$ cat src/rtl/uart_tx_engine.sv
// uart_tx_engine: UART transmitter producing a fixed 11-bit-time frame.
// Supports 7/8 data bits with optional odd/even parity, LSB first.
module uart_tx_engine #(
  parameter int CNT_W = 19
) (
  input  logic             clk,
  input  logic             reset,
  input  logic [CNT_W-1:0] k,
  input  logic             eight,
  input  logic             pen,
  input  logic             ohel,
  input  logic             load,
  input  logic [7:0]       data,
  output logic             tx,
  output logic             tx_rdy,
  output logic             tx_done
);
  typedef enum logic {IDLE, SHIFT} state_t;
  state_t           r_state;
  logic [10:0]      r_shift;
  logic [CNT_W-1:0] r_k;
  logic [CNT_W-1:0] r_cnt;
  logic [3:0]       r_bit;
  logic             r_rdy;
  logic             r_done;
  logic             w_par;
  logic [10:0]      w_frame;
  logic [CNT_W-1:0] w_k_eff;
  logic             w_wrap;
  logic             w_end;
  logic [CNT_W-1:0] w_cnt_n;
  logic [3:0]       w_bit_n;
  // In 7-bit mode d7 is excluded from both the frame and the parity.
  assign w_par   = ^(eight ? data : {1'b0, data[6:0]}) ^ ohel;
  assign w_frame = eight ? {1'b1, pen ? w_par : 1'b1, data, 1'b0}
                         : {2'b11, pen ? w_par : 1'b1, data[6:0], 1'b0};
  assign w_k_eff = (k == '0) ? CNT_W'(1) : k;
  assign w_wrap  = r_cnt == r_k - CNT_W'(1);
  assign w_end   = w_wrap && r_bit == 4'd10;
  assign w_cnt_n = w_wrap ? '0 : r_cnt + CNT_W'(1);
  assign w_bit_n = r_bit + {3'b0, w_wrap};
  always_ff @(posedge clk) begin
    if (reset) begin
      r_state <= IDLE;
      r_shift <= '1;
      r_k     <= '0;
      r_cnt   <= '0;
      r_bit   <= '0;
      r_rdy   <= 1'b1;
      r_done  <= 1'b0;
    end else if (r_state == IDLE) begin
      r_done <= 1'b0;
      if (load) begin
        r_state <= SHIFT;
        r_shift <= w_frame;
        r_k     <= w_k_eff;
        r_cnt   <= '0;
        r_bit   <= '0;
        r_rdy   <= 1'b0;
      end
    end else if (w_end) begin
      r_state <= IDLE;
      r_shift <= '1;
      r_cnt   <= '0;
      r_bit   <= '0;
      r_rdy   <= 1'b1;
      r_done  <= 1'b0;
    end else begin
      r_cnt  <= w_cnt_n;
      r_bit  <= w_bit_n;
      r_done <= w_bit_n == 4'd10 && w_cnt_n == r_k - CNT_W'(1);
      if (w_wrap) r_shift <= {1'b1, r_shift[10:1]};
    end
  end
  assign tx      = r_shift[0];
  assign tx_rdy  = r_rdy;
  assign tx_done = r_done;
endmodule

$ cat config.mk
export PLATFORM = sky130hd
export DESIGN_NAME = uart_tx_engine
export DESIGN_NICKNAME = d
export VERILOG_FILES = /design/src/rtl/uart_tx_engine.sv
export SDC_FILE = /design/constraint.sdc
export NUM_CORES = 1
export LEC_CHECK = 0
export BUFFER_PORTS_ARGS = -buffer_cell sky130_fd_sc_hd__buf_2
export CAP_MARGIN = 20
export CORE_MARGIN = 2
export CORE_UTILIZATION = 49
export DETAILED_ROUTE_END_ITERATION = 8
export MAX_ROUTING_LAYER = met4
export PLACE_DENSITY = 0.74
export RECOVER_POWER = 100
export SLEW_MARGIN = 40
export SYNTH_ARGS = -nofsm -noshare
export SYNTH_HDL_FRONTEND = slang
export SYNTH_SLANG_ARGS = --single-unit
$ cat constraint.sdc
create_clock -name clk -period 10.25 [get_ports clk]
set_clock_uncertainty 0.2 [all_clocks]
set_input_delay 2.05 -clock clk [delete_from_list [all_inputs] [get_ports clk]]
set_output_delay 2.05 -clock clk [all_outputs]
set_load 0.005 [all_outputs]
# Yosys cells after proc, flatten, opt, wreduce, memory -nomap -nowiden

Index checks and enable logic that the tools add are counted.

Add/subtract/negate cells: 3
$mul: 0
Divide/modulo/power cells: 0
Magnitude comparators: 0
Equal/unequal tests: 6
Shifts and indexed selects: 0
Multiplexer cells: 21
Bitwise logic cells: 2
Reduce and logical (&&, ||, !) cells: 9

Operators by type and width:

| operator                                                             | count |
|---|---|
| 19-bit 2-to-1 mux                                                    | 5 |
| 11-bit 2-to-1 mux                                                    | 4 |
| 19-bit equality test                                                 | 2 |
| 19-bit by 1-bit adder with 19-bit output, second input constant      | 1 |
| 19-bit logical NOT                                                   | 1 |
| 19-bit by 1-bit subtractor with 19-bit output, second input constant | 1 |
| 4-bit 2-to-1 mux                                                     | 3 |
| 10-bit 2-to-1 mux                                                    | 1 |
| 4-bit equality test, second input constant                           | 2 |
| 8-bit 2-to-1 mux                                                     | 1 |
| 8-bit XOR reduction                                                  | 1 |
| 1-bit 2-to-1 mux                                                     | 7 |
| 2-bit AND reduction                                                  | 3 |
| 4-bit by 1-bit adder with 4-bit output                               | 1 |
| 3-bit by 1-bit != test with 1-bit output, second input constant      | 1 |
| 3-bit OR reduction                                                   | 1 |
| 1-bit logical AND                                                    | 2 |
| 2-bit by 1-bit != test with 1-bit output, second input constant      | 1 |
| 2-bit nonzero test                                                   | 1 |
| 1-bit inverter                                                       | 1 |
| 1-bit bitwise XOR                                                    | 1 |

Register bits: 56
Latch bits: 0
Memory bits (writable): 0
Memory bits (read-only): 0
Input port bits: 33
Output and inout bits: 3
Word-level logic and storage cells: 48
Memories: 0

# Longest topological paths before layout

Gate-level depths: netlist of run 1.

Depth after elaboration: 7
Depth in mapped cells: 18
Mapped depth without buffers: 16

# Worst setup path after synthesis of run 1

OpenSTA, ideal clock, no wires.

Kind: register to register
From: register r_k[0]
To: register r_done, in the netlist tx_done
Library setup time: 0.087 ns
Arrival time: 3.887 ns
Data required time: 9.963 ns
Slack: 6.076 ns
Stages on the path, launching flop included: 18
Buffers on the path: 2
Period minus slack after synthesis: 4.174 ns
Cells stage by stage: dfxtp_1 > inv_1 > ha_1 > or4b_1 > clkbuf_1 > or2_1 > or4_1 > nand3_1 > nand4bb_1 > or4_1 > clkbuf_1 > inv_1 > ha_1 > ha_1 > or3_1 > a221oi_1 > nand4_1 > nor4b_2

Word-level cells in the longest chain between the ends: 5
Elaborated cells between the ends (all ways): 9
Those cells by class: add/sub: 2; eq/ne: 3; mux: 1; reduce/logical: 3

Ends and longest elaborated chain:

| element                                                                            | RTL line | RTL |
|---|---|---|
| from (decl)                                                                        | 21       | `logic [CNT_W-1:0] r_k;` |
| from (signal assigned)                                                             | 56       | `r_k <= w_k_eff;` |
| 19-bit by 1-bit subtractor with 19-bit output (*)                                  | 38, 71   |  |
| 19-bit equality test                                                               | 38       | `assign w_wrap = r_cnt == r_k - CNT_W'(1);` |
| 4-bit by 1-bit adder with 4-bit output / 19-bit 2-to-1 mux (equally long branches) | 41, 40   |  |
| 4-bit equality test / 19-bit equality test (equally long branches)                 | 71       | `r_done <= w_bit_n == 4'd10 && w_cnt_n == r_k - CNT_W'(1);` |
| 1-bit logical AND                                                                  | 71       |  |
| to (signal assigned)                                                               | 71       |  |
| to (decl)                                                                          | 25       | `logic r_done;` |

Mark *: on every way between the ends. The rest lies on a longest branch, timed or not.
A chain may end at the register's enable or synchronous reset.

# Worst setup path in the final report of run 1

From: register r_k[0]
To: register r_shift[8]

Word-level cells in the longest chain between the ends: 5
Elaborated cells between the ends (all ways): 7
Those cells by class: add/sub: 1; eq/ne: 2; mux: 2; reduce/logical: 2

Ends and longest elaborated chain:

| element                                                                                               | RTL line | RTL |
|---|---|---|
| 19-bit by 1-bit subtractor with 19-bit output (*)                                                     | 38       |  |
| 19-bit equality test (*)                                                                              | 38       |  |
| 1-bit logical AND                                                                                     | 39       | `assign w_end = w_wrap && r_bit == 4'd10;` |
| 3-bit by 1-bit != test with 1-bit output (no source line) / 11-bit 2-to-1 mux (equally long branches) | n/a      |  |
| 2-bit AND reduction (no source line) / 11-bit 2-to-1 mux (equally long branches)                      | n/a      |  |
| to (signal assigned)                                                                                  | 55       | `r_shift <= w_frame;` |
| to (signal assigned)                                                                                  | 72       | `if (w_wrap) r_shift <= {1'b1, r_shift[10:1]};` |
| to (decl)                                                                                             | 20       | `logic [10:0] r_shift;` |

Marked as above.

==> results.md, run 1 <==
- Status: finished, violations left
- Clock Pin Slew Worst Setup and Hold Paths: 0.12 ns
- DRC viols: 0
- RSZ-0062 raised after global routing: false
- CTS Hold Buffers Added: 0
- Hpwl dp: 9490 µm
- Root buffer cell: clkbuf_8
- CTS H-tree lvls: 2
- Hold_sp: tx_rdy
- Post-synth EDFFs: 0
- Setup TNS: 0 ns
- Clk buf depth: 2
- Drt total wl: 12400 µm
- Via/cell ratio: 6.25
- Clock Latency Late Sink: 0.33 ns
- Layout net count: 630
- Max-cap viol count: 1
- Req. time, crit path: 10.30 ns
- Placeable Area: 8680 µm²
- Switching share of power: 36.8%
- Top-area cell type share of the netlist area: 25.3%
- Worst EP arrival: 5.61 ns
- Worst Setup End Kind: flop
- Crit path time final: 5.56 ns
- Final period util: 54.3%
- First DRT Iteration DRCs: 420
- Vias after detailed routing: 4386
- Cell internal pwr: 0.340 mW
- Total die area: 9650 µm²
- Fmax: 0.180 GHz
- Synth Instances: 596
- Distinct cells, synth: 76
- Critical path endpoint: r_shift[8]
- Layout cells sized above 1: 9.26%
- Antenna Cells: 0
- Ys Warns: 0
- Final hold vios: 0
- Clock network power share: 25.1%
- Failing checks: max-capacitance violations, max-slew violations
- Number of antenna violations at the first check in global routing: 0
- FF-to-FF Start: r_k[0]
- Async S/R FF share, synth: 0%
- Critical Path Fanout Max: 13
- Die width: 98.2 µm
- CTS buffer count: 5
- Synthesis-stage register bit count: 55
- TritonCTS clock tree: built
- Clk sinks: 55
- First drt pass iteration count: 5
- Pin slew with the least headroom to its limit: 1.78 ns
- Worst setup startpoint: r_k[0]
- Power per cell area: 118 nW/µm²
- Post-CTS sizing: 0
- Setup violations, final: 0
- Max VDD drop: 0.0752 mV
- Post-Syn Nets: 633
- Ranking of synthesized cells by area: dfxtp_1 (25%), xnor2_1 (10%), nand2_1 (6.7%)
- FILL cells: 892
- GPL Wtd Cong: 0.976
- Max-slew violations: 29
- Remaining antenna violation count: 0
- Syn Area/Cell: 7.30 µm²
- Multi-input gate area: 2970 µm²
- Reg area: 1100 µm²
- First-pass GRT wire length: 20100 µm
- Path depth of the worst reg2reg path: 11
- Combinational Power Share: 30.7%
- Psw: 0.198 mW
- Largest area contributor in the netlist: dfxtp_1
- Starting density of the core: 50.1%
- DIE HEIGHT: 98.2 µm
- Max-Slew Margin vs Limit: -18.8%
- Dominant synthesized flop cell: dfxtp_1
- Vias in the first global route: 3939
- Grt ovf: 0
- HP Class: reg -> reg
- Synthesized area: 4350 µm²
- Hold Slack: 0.271 ns
- # port buffers: 35
- Post-CTS Repair Setup Buffers: 0
- Largest net degree at the start of global routing: 56
- Sequential Power Share: 44.3%
- R2R Setup Slk: 4.69 ns
- Row Count: 34
- Crit path kind: reg -> reg
- Syn-to-layout area delta: 4.69%
- Startpoint Class: flop
- Sequential element share of the synthesized area: 25.3%
- Overall routing resource usage: 26.3%
- Number of I/O pins: 36
- R2r endpoint: r_shift[8]
- Leak Pwr: 1.59 nW
- DR WL/cell: 17.7 µm
==> cells in the final DEF (no fill, tap or decap), types with 3 or more instances in the layout <==
cell,count
nand3b_1,4
nand2_1,78
clkbuf_8,5
or3_1,7
a2111oi_0,3
nor3_1,15
o31ai_1,8
o21ai_0,9
nor4_1,9
or4_1,7
ha_1,4
a22oi_1,10
nand3_1,19
nor2_1,65
dfxtp_1,55
xor2_1,12
xnor2_1,51
a31oi_1,6
nand2b_1,9
nor4b_1,3
inv_1,18
buf_2,31
and2_1,4
nor2b_1,5
o211ai_1,14
a311oi_1,4
nand4_1,8
and3_1,6
clkbuf_1,4
a21oi_1,55
o2111ai_1,5
==> area by class of cell <==
type,count,area share [%]
Multi-Input combinational cell,476,65.2
Sequential cell,55,24.2
Timing Repair Buffer,37,4.07
Tap cell,108,2.97
Clock buffer,5,1.51
Inverter,18,1.48
Clock inverter,3,0.605
==> worst min-delay path by stage <==
stage             end  slack (ns)  cells after the start
2_1_floorplan  tx_rdy        0.24                      2
3_3_place_gp   tx_rdy        0.23                      2
3_5_place_dp   tx_rdy        0.25                      2
4_1_cts        tx_rdy        0.27                      2
5_1_grt        tx_rdy        0.28                      2
6_report       tx_rdy        0.27                      2
==> critical path: stages, from the launching register on <==
cell       delay [ns]
dfxtp_1          0.36
inv_1            0.14
ha_1             0.25
or4b_1           0.64
nor4_1           0.67
o211ai_1         0.18
a2111oi_0        0.48
nand4_1          0.36
nor3_1           1.15
a21boi_0         0.55
nor2b_1          0.29
o31ai_1          0.21
==> per-stage QoR <==
step                setup slack [ns]  std cells  utilization (%)  power (mW)  area [µm²]
global route                    4.25        702             52.5       0.564        4550
finish                          4.69        702             52.5       0.538        4550
CTS                             5.67        702             53.0       0.540        4600
global placement                5.84        694             51.7       0.405        4490
detailed placement              5.71        694             51.9       0.407        4500
floorplan                       6.08        596                -       0.367        4350
==> synth_stat cells (all sizes together), types with 5 or more instances <==
cell type,number
a21oi,55
clkbuf,37
nor2b,5
nor4b,5
nor3,17
nand2,78
or3,8
and3,6
nand3,19
xnor2,52
dfxtp,55
a22oi,10
o21ai,10
nor4,11
buf,10
o31ai,8
and2,6
inv,18
o2111ai,5
nand2b,9
o211ai,14
or4,9
nand4,8
nor2,66
xor2,12
a31oi,6
==> power by group through the flow <==
stage | sequential, mW | combinational [mW] | clock [mW]
floorplan | 0.231 | 0.136 | 0
global route | 0.239 | 0.182 | 0.144
finish | 0.238 | 0.165 | 0.135
CTS | 0.237 | 0.166 | 0.137
detailed placement | 0.242 | 0.165 | 0
global placement | 0.242 | 0.163 | 0
==> flip-flops by register name, indices dropped and copies added, names as in the netlist <==
register,flops
r_bit,4
r_cnt,19
r_k,19
r_shift,10
r_state,1
tx_done,1
tx_rdy,1
==> kinds of logic (layout without fill, tap and decap cells) <==
| group | count (synthesis) | after routing | share of synthesized area (%) |
|---|---|---|---|
| buf+inv | 65 | 63 | 6.10 |
| compound gates | 139 | 139 | 21.2 |
| simple gates | 265 | 265 | 32.0 |
| fa+ha+maj | 4 | 4 | 1.15 |
| flops | 55 | 55 | 25.3 |
| xor+xnor | 65 | 65 | 13.6 |
| mux | 3 | 3 | 0.719 |
==> layer usage <==
| metal | vias up | wire length [µm] | GRT usage, % |
|---|---|---|---|
| met5 | - | 0 | - |
| met4 | 0 | 321 | 5.69 |
| met3 | 27 | 862 | 4.22 |
| met2 | 189 | 5850 | 43.5 |
| met1 | 2049 | 5410 | 34.1 |
| li1 | 2121 | - | - |
Note: power is estimated with default switching activity, not from simulation.
==> run 2, diff against run 1 <==
Settings changed: PLACE_DENSITY 0.74 to 0.77.
Clock period 10.25 ns to 4.7 ns, I/O delays scaled along.
==> results.md, run 2 (synthesized netlist as in run 1, its figures left out) <==
- Largest registers: r_cnt x19, r_k x19, r_shift x10
- Fin cells: 711 (+1.3%)
- Crit path time final: 4.40 ns (-1.16 ns)
- Hpwl dp: 9790 µm (+3.2%)
- Overall routing resource usage: 27.6% (+1.3 points)
- Setup TNS: 0 ns (unchanged)
- Vias in the first global route: 4192 (+6.4%)
- Clock Pin Slew Worst Setup and Hold Paths: 0.11 ns (about the same)
- Via/cell ratio: 6.19 (-0.93%)
- First drt pass iteration count: 5 (unchanged)
- Starting density of the core: 50.1% (unchanged)
- DRC viols: 0 (unchanged)
- DP Area: 4550 µm² (+1.1%)
- Status: complete, no violations
- Remaining antenna violation count: 0 (unchanged)
- Layout cells sized above 1: 11.4% (+2.2 points)
- Final Worst Setup Slack: 0.300 ns (-4.39 ns)
- HP Class: reg -> reg
- Grt ovf: 0 (unchanged)
- # port buffers: 35 (unchanged)
- Setup violations, final: 0 (unchanged)
- Total die area: 9650 µm² (unchanged)
- GPL Wtd Cong: 0.974 (-0.22%)
- Worst EP arrival: 4.43 ns (-1.18 ns)
- Largest net degree at the start of global routing: 56 (unchanged)
- Max-Slew Margin vs Limit: 43.0% (+62 points)
- Placeable Area: 8680 µm² (unchanged)
- CTS buffer count: 5 (unchanged)
- Req. time, crit path: 4.73 ns (-5.57 ns)
- Crit-path slowest cell: or4_1
- DR WL/cell: 17.9 µm (+0.80%)
- Crit path kind: reg -> reg
- Syn-to-layout area delta: 6.62%
- Startpoint Class: flop
- Inst Count DP: 703 (+1.3%)
- Post-CTS Repair Setup Buffers: 0 (unchanged)
- Hold_sp: tx_rdy
- Max-slew violations: 0 (-100%)
- FF-to-FF Start: r_k[0]
- Worst path cell trace: inv_1 > ha_1 > or4b_4 > or4_4 > o221ai_1 > nand4bb_1 > or4_1 > inv_1 > ha_1 > nand2_1 > xnor2_1 > nand3_1 > a221oi_1 > nand4_1 > nor4b_2
- Commonest cells after routing, fill and taps aside: nand2_1 (78), nor2_1 (65), a21oi_1 (55), dfxtp_1 (55), xnor2_1 (51)
- Critical Path Fanout Max: 7 (-6)
- Total Power: 1.18 mW (+120%)
- Placement Setup Slack: 0.238 ns (-5.47 ns)
- First-pass GRT wire length: 21200 µm (+5.3%)
- Number of antenna violations at the first check in global routing: 0 (unchanged)
- Leak Pwr: 1.64 nW (+2.9%)
- Vias after detailed routing: 4401 (+0.34%)
- Power per cell area: 254 nW/µm² (+110%)
- Worst Setup End Kind: flop
- Die width: 98.2 µm (unchanged)
- CTS H-tree lvls: 2 (unchanged)
- Commonest non-fill, non-tap cell in the layout: nand2_1
- CTS Hold Buffers Added: 0 (unchanged)
- Root buffer cell: clkbuf_8
- Clock Latency Late Sink: 0.32 ns (about the same)
- Final hold vios: 0 (unchanged)
- TritonCTS clock tree: built
- Pin slew with the least headroom to its limit: 0.855 ns (-0.924 ns)
- Hold Slack: 0.252 ns (-0.0198 ns)
- Row Count: 34 (unchanged)
- Final period util: 93.6% (+39 points)
- Post-CTS sizing: 0 (unchanged)
- Clk buf depth: 2 (unchanged)
- Final Core Density: 53.4% (+0.97 points)
- CP peak stage delay: 0.63 ns (-0.52 ns)
- Antenna Cells: 0 (unchanged)
- Worst setup startpoint: r_k[0]
- Max-cap viol count: 0 (-1)
- Max VDD drop: 0.162 mV (+120%)
- Clk sinks: 55 (unchanged)
- RSZ-0062 raised after global routing: false
- Post-route design area: 4640 µm² (+1.8%)
- Drt total wl: 12700 µm (+2.1%)
- Layout net count: 639 (+1.4%)
- Number of I/O pins: 36 (unchanged)
- DIE HEIGHT: 98.2 µm (unchanged)
- Fmax: 0.227 GHz (+26%)
- First DRT Iteration DRCs: 274 (-35%)
[run 2: cell types whose count changed in the layout (fill, tap and decap cells not counted), sizes merged]
cell,before,now
clkbuf,9,10
buf,33,41
clkinvlp,1,2
inv,20,19
[run 2: path summary, 6_finish.rpt]
kind / endpoint / slack [ns] / cells after the start
max reg2reg: tx_done / 0.30 / 15
min reg2reg: tx_rdy / 0.25 / 2
min: tx_rdy / 0.25 / 2
max: tx_done / 0.30 / 15
[run 2: power breakdown]
part | switching (mW) | leakage [nW] | total [mW] | internal (mW)
registers | 0.0315 | 0.449 | 0.516 | 0.484
logic | 0.223 | 1.15 | 0.377 | 0.154
clock network | 0.177 | 0.0408 | 0.285 | 0.107
total | 0.432 | 1.64 | 1.18 | 0.745
[run 2: critical path, delay by kind of cell (launching register included)]
family | cells | cell delay [ns]
buf+inv | 2 | 0.24
compound gates | 2 | 0.46
flops | 1 | 0.36
fa+ha+maj | 2 | 0.43
xor+xnor | 1 | 0.15
simple gates | 8 | 2.46
[run 2: area by class of cell]
cell class	count	area (µm²)
Tap cell	108	135
Timing Repair Buffer	46	251
Multi-Input combinational cell	476	2990
Clock buffer	5	68.8
Sequential cell	55	1100
Inverter	18	67.6
Fill cell	874	4040
Clock inverter	3	23.8
[run 2: layer usage]
metal / vias to the layer above / GRT usage [%] / share of wire, %
li1: 2130 / - / -
met1: 2111 / 34.3 / 43
met2: 137 / 48.7 / 50
met3: 23 / 2.65 / 4.9
met4: 0 / 6.32 / 2.0
met5: - / - / 0
